File: config.mk
export PLATFORM = sky130hd
export DESIGN_NAME = slice_piece_emitter_flat
export DESIGN_NICKNAME = d
export VERILOG_FILES = /design/src/rtl/slice_piece_emitter_if.sv /design/src/rtl/slice_piece_emitter.sv /design/src/flat_wrapper.sv
export SDC_FILE = /design/constraint.sdc
export NUM_CORES = 1
export LEC_CHECK = 0
export CAP_MARGIN = 20
export CORE_AREA = 2 2 109 111
export CTS_CLUSTER_SIZE = 14
export DETAILED_ROUTE_END_ITERATION = 8
export DIE_AREA = 0 0 111 113
export GPL_TIMING_DRIVEN = 0
export PLACE_DENSITY_LB_ADDON = 0.12
export SYNTH_ARGS = -nofsm -noshare
export SYNTH_HDL_FRONTEND = slang
export SYNTH_SLANG_ARGS = --single-unit
File: constraint.sdc
create_clock -name clk -period 11.01 [get_ports clk]
set_input_delay 2.202 -clock clk [delete_from_list [all_inputs] [get_ports clk]]
set_output_delay 2.202 -clock clk [all_outputs]
set_load 0.05 [all_outputs]
File: src/rtl/slice_piece_emitter_if.sv
// slice_piece_emitter_if
// Bundles the start request and the piece-descriptor valid/ready stream of
// slice_piece_emitter.
//   slave  : emitter side (takes start/slice/base/ready, drives descriptors and status)
//   master : requester/consumer side (the mirror image)
// Signals:
//   start_i, slice_num_i[4:0], base_x_i[X_W-1:0]      start request and its operands
//   busy_o, done_o, err_o                             status
//   piece_valid_o, piece_ready_i                      descriptor handshake
//   piece_idx_o[3:0], piece_x0_o, piece_x1_o, piece_last_o   descriptor payload
interface slice_piece_emitter_if #(
  parameter int unsigned X_W = 10
);
  logic           start_i;
  logic [4:0]     slice_num_i;
  logic [X_W-1:0] base_x_i;
  logic           busy_o;
  logic           piece_valid_o;
  logic           piece_ready_i;
  logic [3:0]     piece_idx_o;
  logic [X_W-1:0] piece_x0_o;
  logic [X_W-1:0] piece_x1_o;
  logic           piece_last_o;
  logic           done_o;
  logic           err_o;

  modport slave (
    input  start_i, slice_num_i, base_x_i, piece_ready_i,
    output busy_o, piece_valid_o, piece_idx_o, piece_x0_o, piece_x1_o, piece_last_o,
           done_o, err_o
  );

  modport master (
    output start_i, slice_num_i, base_x_i, piece_ready_i,
    input  busy_o, piece_valid_o, piece_idx_o, piece_x0_o, piece_x1_o, piece_last_o,
           done_o, err_o
  );
endinterface

File: src/rtl/slice_piece_emitter.sv
// slice_piece_emitter
// On a start request, latches the slice count (0/2/4/8/16) and the object base x, then
// emits one descriptor per piece (index, left x, inclusive right x, last flag) over a
// valid/ready stream. All descriptor and status outputs are registered.
// Ports:
//   clk    clock
//   rst_n  asynchronous active-low reset
//   bus    slice_piece_emitter_if.slave (start request, descriptor stream, busy/done/err)
// Parameters:
//   X_W    x-coordinate width; all coordinate sums wrap modulo 2^X_W
//   OBJ_W  object width in pixels, power of two, >= 16
// Optional feature (macro SLICE_GAP_EN): when defined, every non-last piece ends one pixel
// early (x1 = x0 + PW - 2), leaving a 1-pixel cut gap.
module slice_piece_emitter #(
  parameter int unsigned X_W   = 10,
  parameter int unsigned OBJ_W = 256
) (
  input logic                clk,
  input logic                rst_n,
  slice_piece_emitter_if.slave bus
);

  localparam int unsigned LogObj = $clog2(OBJ_W);

  typedef enum logic [1:0] {StIdle, StEmit, StDone} state_e;

  state_e         r_state;
  logic [2:0]     r_s;         // log2 of piece count
  logic [3:0]     r_last_idx;  // piece count minus one
  logic [X_W-1:0] r_base;

  logic           r_busy;
  logic           r_valid;
  logic [3:0]     r_idx;
  logic [X_W-1:0] r_x0;
  logic [X_W-1:0] r_x1;
  logic           r_last;
  logic           r_done;
  logic           r_err;

  // Slice-count decode
  logic       w_legal;
  logic [2:0] w_dec_s;
  logic [3:0] w_dec_last;

  always_comb begin
    w_legal    = 1'b1;
    w_dec_s    = 3'd0;
    w_dec_last = 4'd0;
    case (bus.slice_num_i)
      5'd0:  begin w_dec_s = 3'd0; w_dec_last = 4'd0;  end
      5'd2:  begin w_dec_s = 3'd1; w_dec_last = 4'd1;  end
      5'd4:  begin w_dec_s = 3'd2; w_dec_last = 4'd3;  end
      5'd8:  begin w_dec_s = 3'd3; w_dec_last = 4'd7;  end
      5'd16: begin w_dec_s = 3'd4; w_dec_last = 4'd15; end
      default: w_legal = 1'b0;
    endcase
  end

  // Next descriptor: piece 0 from the live inputs when starting, else the following piece
  // of the latched run.
  logic [X_W-1:0] w_src_base;
  logic [3:0]     w_src_idx;
  logic [2:0]     w_src_s;
  logic [3:0]     w_src_last_idx;
  logic [X_W-1:0] w_off;
  logic [X_W-1:0] w_pw;
  logic [X_W-1:0] w_x0;
  logic [X_W-1:0] w_x1;
  logic           w_last;

  always_comb begin
    if (r_state == StIdle) begin
      w_src_base     = bus.base_x_i;
      w_src_idx      = 4'd0;
      w_src_s        = w_dec_s;
      w_src_last_idx = w_dec_last;
    end else begin
      w_src_base     = r_base;
      w_src_idx      = r_idx + 4'd1;
      w_src_s        = r_s;
      w_src_last_idx = r_last_idx;
    end
    // idx * PW as a shift; truncation to X_W gives the intended wrap-around
    w_off  = X_W'(w_src_idx) << (LogObj - 32'(w_src_s));
    w_pw   = X_W'(OBJ_W >> w_src_s);
    w_x0   = w_src_base + w_off;
    w_x1   = w_x0 + w_pw - X_W'(1);
    w_last = (w_src_idx == w_src_last_idx);
`ifdef SLICE_GAP_EN
    if (!w_last) w_x1 = w_x1 - X_W'(1);
`else
`endif
  end

  always_ff @(posedge clk or negedge rst_n) begin
    if (!rst_n) begin
      r_state    <= StIdle;
      r_s        <= 3'd0;
      r_last_idx <= 4'd0;
      r_base     <= '0;
      r_busy     <= 1'b0;
      r_valid    <= 1'b0;
      r_idx      <= 4'd0;
      r_x0       <= '0;
      r_x1       <= '0;
      r_last     <= 1'b0;
      r_done     <= 1'b0;
      r_err      <= 1'b0;
    end else begin
      r_done <= 1'b0;
      r_err  <= 1'b0;
      case (r_state)
        StIdle: begin
          if (bus.start_i) begin
            if (w_legal) begin
              r_s        <= w_dec_s;
              r_last_idx <= w_dec_last;
              r_base     <= bus.base_x_i;
              r_busy     <= 1'b1;
              r_valid    <= 1'b1;
              r_idx      <= w_src_idx;
              r_x0       <= w_x0;
              r_x1       <= w_x1;
              r_last     <= w_last;
              r_state    <= StEmit;
            end else begin
              r_err <= 1'b1;
            end
          end
        end
        StEmit: begin
          if (bus.piece_ready_i) begin
            if (r_last) begin
              // Descriptor outputs read zero while not valid
              r_valid <= 1'b0;
              r_idx   <= 4'd0;
              r_x0    <= '0;
              r_x1    <= '0;
              r_last  <= 1'b0;
              r_done  <= 1'b1;
              r_state <= StDone;
            end else begin
              r_idx  <= w_src_idx;
              r_x0   <= w_x0;
              r_x1   <= w_x1;
              r_last <= w_last;
            end
          end
        end
        StDone: begin
          r_busy  <= 1'b0;
          r_state <= StIdle;
        end
        default: r_state <= StIdle;
      endcase
    end
  end

  assign bus.busy_o        = r_busy;
  assign bus.piece_valid_o = r_valid;
  assign bus.piece_idx_o   = r_idx;
  assign bus.piece_x0_o    = r_x0;
  assign bus.piece_x1_o    = r_x1;
  assign bus.piece_last_o  = r_last;
  assign bus.done_o        = r_done;
  assign bus.err_o         = r_err;

endmodule

File: src/flat_wrapper.sv
// flat-port wrapper written by rule: the top's interface ports become plain ports
module slice_piece_emitter_flat 
#(
  parameter int unsigned X_W   = 10,
  parameter int unsigned OBJ_W = 256
)
  (clk, rst_n, bus_start_i, bus_slice_num_i, bus_base_x_i, bus_piece_ready_i, bus_busy_o, bus_piece_valid_o, bus_piece_idx_o, bus_piece_x0_o, bus_piece_x1_o, bus_piece_last_o, bus_done_o, bus_err_o);
  slice_piece_emitter_if #(.X_W(X_W)) bus_i ();
  input logic clk;
  input logic rst_n;
  input wire logic [$bits(bus_i.start_i)-1:0] bus_start_i;
  input wire logic [$bits(bus_i.slice_num_i)-1:0] bus_slice_num_i;
  input wire logic [$bits(bus_i.base_x_i)-1:0] bus_base_x_i;
  input wire logic [$bits(bus_i.piece_ready_i)-1:0] bus_piece_ready_i;
  output wire logic [$bits(bus_i.busy_o)-1:0] bus_busy_o;
  output wire logic [$bits(bus_i.piece_valid_o)-1:0] bus_piece_valid_o;
  output wire logic [$bits(bus_i.piece_idx_o)-1:0] bus_piece_idx_o;
  output wire logic [$bits(bus_i.piece_x0_o)-1:0] bus_piece_x0_o;
  output wire logic [$bits(bus_i.piece_x1_o)-1:0] bus_piece_x1_o;
  output wire logic [$bits(bus_i.piece_last_o)-1:0] bus_piece_last_o;
  output wire logic [$bits(bus_i.done_o)-1:0] bus_done_o;
  output wire logic [$bits(bus_i.err_o)-1:0] bus_err_o;
  assign bus_i.start_i = bus_start_i;
  assign bus_i.slice_num_i = bus_slice_num_i;
  assign bus_i.base_x_i = bus_base_x_i;
  assign bus_i.piece_ready_i = bus_piece_ready_i;
  assign bus_busy_o = bus_i.busy_o;
  assign bus_piece_valid_o = bus_i.piece_valid_o;
  assign bus_piece_idx_o = bus_i.piece_idx_o;
  assign bus_piece_x0_o = bus_i.piece_x0_o;
  assign bus_piece_x1_o = bus_i.piece_x1_o;
  assign bus_piece_last_o = bus_i.piece_last_o;
  assign bus_done_o = bus_i.done_o;
  assign bus_err_o = bus_i.err_o;
  slice_piece_emitter #(.X_W(X_W), .OBJ_W(OBJ_W)) u_core (.clk(clk), .rst_n(rst_n), .bus(bus_i));
endmodule
* Word level (Yosys, flattened, before mapping)
Index checks and enable logic that the tools add are counted.
Word-level totals: word-level logic and storage cells 84, input port bits 19, memory bits (read-only) 0, memory bits (writable) 0, bits in latches 0, memories 0, bits in registers 48
Operators by class: mux-type cells 44, add/sub/neg operators 5, divide/modulo/power cells 0, $mul 0, bitwise operators 0, eq/ne operators 11, reductions and logical operators 10, magnitude comparators 0, shift-type cells 2
Operator list (count):
- $mux W10 | 9
- $pmux W10 S2 | 2
- $shl A4 B32 Y10 | 1
- $mux W4 | 6
- $add A10 B10 Y10 | 2
- $pmux W4 S4 | 1
- $mux W1 | 15
- $pmux W3 S4 | 1
- $shr A9 B3 Y10 const A | 1
- $sub A10 B1 Y10 const B | 1
- $mux W2 | 4
- $pmux W4 S2 | 1
- $reduce_and A4 Y1 | 2
- $pmux W1 S2 | 3
- $reduce_and A3 Y1 | 2
- $eq A5 B2 Y1 const B | 1
- $eq A5 B3 Y1 const B | 1
- $eq A5 B4 Y1 const B | 1
- $eq A5 B5 Y1 const B | 1
- $logic_not A5 Y1 | 1
- $reduce_and A5 Y1 | 1
- $reduce_or A5 Y1 | 1
- $sub A4 B3 Y5 const A | 1
- $add A4 B1 Y4 const B | 1
- 9 further kinds | 12

* Logic depth before layout (Yosys ltp)
depth in word-level cells 11, gate-level depth with buffers 25, gate-level depth less buffers 23

* Worst setup path before layout
Ideal clock, no wire load.
path kind input to register, start point in bus_slice_num_i[3], end point reg u_core.r_x1[9] (netlist: u_core.bus.piece_x1_o[9]), data arrival time 6818 ps, buffers on the path 2, slack 4064 ps, stages 25, library setup time 128 ps, cells stage by stage clkbuf_1 -> xnor2_1 -> nor4_1 -> mux2i_1 -> ha_1 -> clkbuf_1 -> o21bai_1 -> nor3_1 -> nor3b_1 -> ha_1 -> fa_1 -> a21o_1 -> a21oi_1 -> nor2b_1 -> o21a_1 -> o41ai_1 -> xor2_1 -> ha_1 -> inv_1 -> ha_1 -> or3_1 -> o22ai_1 -> xnor2_1 -> xnor2_1 -> o21ai_1
Between the ends: cells in the longest elaborated chain, start to end 11, elaborated cells between the ends (all ways) 22, classes of those cells add/sub: 4; eq/ne: 5; shift: 2; mux: 8; reduce/logical: 3
Ends and longest elaborated chain:
- from (decl) | RTL line flat_wrapper.sv:12 | input wire logic [$bits(bus_i.slice_num_i)-1:0] bus_slice_num_i;
- $eq A5 B5 Y1 (tied with other cells) | RTL line slice_piece_emitter.sv:50 | case (bus.slice_num_i)
- $pmux W3 S4 | RTL line slice_piece_emitter.sv:50
- $mux W3 | RTL line slice_piece_emitter.sv:73 | if (r_state == StIdle) begin
- $sub A4 B3 Y5 | RTL line slice_piece_emitter.sv:85 | w_off = X_W'(w_src_idx) << (LogObj - 32'(w_src_s));
- $shl A4 B32 Y10 | RTL line slice_piece_emitter.sv:85
- $add A10 B10 Y10 | RTL line slice_piece_emitter.sv:87 | w_x0 = w_src_base + w_off;
- $add A10 B10 Y10 | RTL line slice_piece_emitter.sv:88 | w_x1 = w_x0 + w_pw - X_W'(1);
- $sub A10 B1 Y10 | RTL line slice_piece_emitter.sv:88
- $mux W10, on equally long branches | RTL line slice_piece_emitter.sv:134, slice_piece_emitter.sv:116
- $mux W10, on equally long branches | RTL line slice_piece_emitter.sv:133, slice_piece_emitter.sv:115
- $pmux W10 S2 | RTL line slice_piece_emitter.sv:113 | case (r_state)
- to (signal assigned) | RTL line slice_piece_emitter.sv:124 | r_x1 <= w_x1;
- to (signal assigned) | RTL line slice_piece_emitter.sv:146 | r_x1 <= w_x1;
- to (decl) | RTL line slice_piece_emitter.sv:36 | logic [X_W-1:0] r_x1;
Several ways; a longest one is shown, not always the timed one. The select of a mux whose other input is x is not followed. A chain may end at the register's enable or synchronous reset.

* Worst setup path in the final report
start point in bus_slice_num_i[1], end point reg u_core.r_x1[9] (netlist: u_core.bus.piece_x1_o[9])
The elaborated chain is that of the path after synthesis.

==> flow_summary.json <==
{
  "outcome": "complete, no violations",
  "hold_path_end": "u_core.r_base[0]$_DFFE_PN0P_",
  "grt_pass1_vias": 2770,
  "place.gp.congestion": 0.881,
  "min-delay-path-class": "reg -> reg",
  "yosys.cell_types.count": 49,
  "clkTransAtPathRegs_ns": 0.06,
  "period_needed_ns": 7.98,
  "cts_tree": "yes",
  "hp-start": "u_core.r_base[0]$_DFFE_PN0P_",
  "vias_per_cell": 4.76,
  "max_cap_violations": 0,
  "cpMostUsedCell": "ha_1",
  "rsz0062_at_grt": "no",
  "cts_made_buffers": 5,
  "post_cts_resized": 0,
  "syn_area_per_cell_um2": 8.42,
  "max-clock-path-buffers": 2,
  "skew_ns": 0.00550,
  "ys_seq_elements": 47,
  "nets": 496,
  "stdcell_count": 591,
  "first_pass_iters": 4,
  "wl_per_cell_um": 14.2,
  "slowest_stage": "clkdlybuf4s50_1",
  "p_switching_w": 0.000644,
  "cts_root_buf": "clkbuf_16",
  "routed_wl_mm": 8.39,
  "hold_buffers": 0,
  "yosysSeqAreaShare_pct": 35.4,
  "critPathKind": "in -> reg",
  "antenna_cells": 0,
  "grt.overflow.total": 0,
  "fmaxAchievable_mhz": 125,
  "grt_first_pass_wirelength_mm": 14.2,
  "ios": 48,
  "cts.sinks": 47,
  "min_path_cells": 2,
  "worst_ir_drop_vdd_v": 0.000110,
  "synth_fp_nets": 444,
  "max_stage_delay_ns": 0.52,
  "htreeDepth": 2,
  "r2r_end": "u_core.bus.piece_x1_o[9]$_DFFE_PN0P_",
  "die_h_um": 113,
  "antenna_found_initial": 0,
  "synth_common_cells": "104 x nand2_1, 47 x dfrtp_1, 28 x ha_1, 28 x o21ai_0",
  "die_area_um2": 12500,
  "place.detailed.hpwl_mm": 6.69,
  "worstSkewPairLatency_ns": 0.29,
  "rows": 39,
  "async_flop_share_pct": 100,
  "regToRegSetupSlack_ns": 5.16,
  "cp.arrival_ns": 8.14,
  "yosysWarnings": 0,
  "syn_to_final_growth_pct": 23.2,
  "p_leak_nw": 1.92,
  "drive_gt1_share_pct": 5.80,
  "pwr-share-seq_pct": 21.3,
  "cts_setup_buffers": 0,
  "initial_utilization_pct": 29.5,
  "placedCellCount": 583,
  "synth_top_area_cell": "dfrtp_1",
  "power_frac_comb_pct": 67.4,
  "start_kind": "input port",
  "power_density_nw_per_um2": 322,
  "grt_usage_pct": 14.0,
  "ant_nets": 0,
  "p_sw_share_pct": 48.7,
  "setup_viol": 0,
  "power_frac_clock_pct": 11.3,
  "endpoint_kind": "flop",
  "finalMaxSlewViolations": 0,
  "ys_top_cells_by_area": "dfrtp_1 35%, nand2_1 12%, ha_1 11%",
  "required_ns": 11.17,
  "core_area_um2": 11300,
  "reg2regPathDepth": 24,
  "r2r-start": "u_core.r_state[0]$_DFFE_PN0P_",
  "grt_max_degree": 28,
  "synthFlopType": "dfrtp_1",
  "vias": 2812,
  "drtIter0Drc": 177,
  "synth_cells": 395,
  "hold_violations": 0,
  "synth_top_area_share_pct": 35.4,
  "crit_fanout": 9,
  "worstMarginPinSlew_ns": 0.671,
  "fin_crit_sh_pct": 72.5,
  "synth_most_common_cell": "nand2_1",
  "io_buffer_count": 44,
  "slew_headroom_pct": 54.8,
  "internal_power_w": 0.000677,
  "synth_area_um2": 3320,
  "fin_tns_setup_ns": 0,
  "dieWidth_um": 111,
  "drc": 0,
  "synth-edff-count": 0
}
[sequential cells by signal, summed over array words and instances (netlist names)]
signal	count
u_core.bus.piece_x1_o	10
u_core.r_last_idx	3
u_core.r_base	10
u_core.bus.piece_last_o	1
u_core.bus.piece_x0_o	10
u_core.bus.piece_valid_o	1
u_core.bus.err_o	1
u_core.r_s	3
u_core.r_state	2
u_core.bus.busy_o	1
u_core.bus.done_o	1
u_core.bus.piece_idx_o	4
[cell families (layout without fill, tap and decap cells)]
| kind of cell | after synthesis | in the layout | share of synthesized area [%] |
|---|---|---|---|
| compound gates | 78 | 78 | 15.2 |
| buf+inv | 36 | 89 | 5.12 |
| fa+ha+maj | 31 | 31 | 12.1 |
| flops | 47 | 47 | 35.4 |
| mux | 6 | 6 | 1.81 |
| xor+xnor | 32 | 32 | 8.43 |
| simple gates | 165 | 165 | 22.0 |
[cell type report]
type	count	area (µm²)
fill	1215	7180
clock inverter	1	5.00
clock buffer	7	133
multi-input combinational	312	1980
sequential	47	1180
buffer	18	103
inverter	18	67.6
timing repair buffer	45	455
tap	143	179
[critical path, delay by kind of cell]
| kind | cells | cell delay, ns |
|---|---|---|
| xor+xnor | 4 | 0.73 |
| fa+ha+maj | 5 | 1.49 |
| simple gates | 5 | 1.17 |
| buf+inv | 3 | 0.86 |
| mux | 1 | 0.26 |
| compound gates | 7 | 1.42 |
[stage by stage]
stage / setup WS (ns) / hold slack, ns / instance area [µm²] / utilization [%] / power (W)
after floorplan: 4.06 / 0.445 / 3320 / - / 0.000945
after global placement: 2.76 / 0.457 / 3940 / 35.0 / 0.00117
after detailed placement: 2.74 / 0.464 / 3960 / 35.1 / 0.00118
after CTS: 3.04 / 0.480 / 4100 / 36.3 / 0.00134
after global routing: 2.61 / 0.500 / 4100 / 36.3 / 0.00145
final: 3.03 / 0.475 / 4100 / 36.3 / 0.00132
[layer usage]
| layer | share of wire [%] | vias to the layer above | track usage (%) | wire, µm |
|---|---|---|---|---|
| li1 | - | 1446 | - | - |
| met1 | 49 | 1312 | 19.1 | 4150 |
| met2 | 46 | 48 | 23.3 | 3840 |
| met3 | 3.4 | 6 | 2.04 | 285 |
| met4 | 1.3 | 0 | 4.25 | 111 |
| met5 | 0 | - | 0 | 0 |
[cells in the final DEF (no fill, tap or decap), drive strengths merged, types with 2 or more instances in the layout]
cell	n
nand2	104
dfrtp	47
clkdlybuf4s50	43
o21ai	32
ha	28
inv	18
xnor2	18
nor2	18
clkbuf	16
xor2	14
buf	11
nor3	10
a21oi	9
nand2b	8
a22o	8
mux2i	6
a21o	6
or2	5
nand3	4
nor4b	3
o21a	3
o211ai	2
o21bai	2
o22ai	2
nor4	2
nor2b	2
nor3b	2
a31oi	2
o41ai	2
nand4	2
a41oi	2
o31ai	2
fa	2
[worst max-delay path by stage]
stage	startpoint	endpoint	depth (start not counted)
global route	bus_slice_num_i[1]	u_core.bus.piece_x1_o[9]$_DFFE_PN0P_	25
CTS	bus_slice_num_i[1]	u_core.bus.piece_x1_o[9]$_DFFE_PN0P_	25
global placement	bus_slice_num_i[1]	u_core.bus.piece_x1_o[9]$_DFFE_PN0P_	25
floorplan	bus_slice_num_i[3]	u_core.bus.piece_x1_o[9]$_DFFE_PN0P_	25
finish	bus_slice_num_i[1]	u_core.bus.piece_x1_o[9]$_DFFE_PN0P_	25
detailed placement	bus_slice_num_i[1]	u_core.bus.piece_x1_o[9]$_DFFE_PN0P_	25
[power groups by stage]
| stage | combinational (W) | clock (W) | sequential (W) |
|---|---|---|---|
| after floorplan | 0.000524 | 0 | 0.000421 |
| after global placement | 0.000891 | 0 | 0.000283 |
| after detailed placement | 0.000896 | 0 | 0.000285 |
| after CTS | 0.000900 | 0.000155 | 0.000282 |
| after global routing | 0.000993 | 0.000161 | 0.000292 |
| final | 0.000890 | 0.000149 | 0.000282 |
Power figures use the tool's default switching activity.
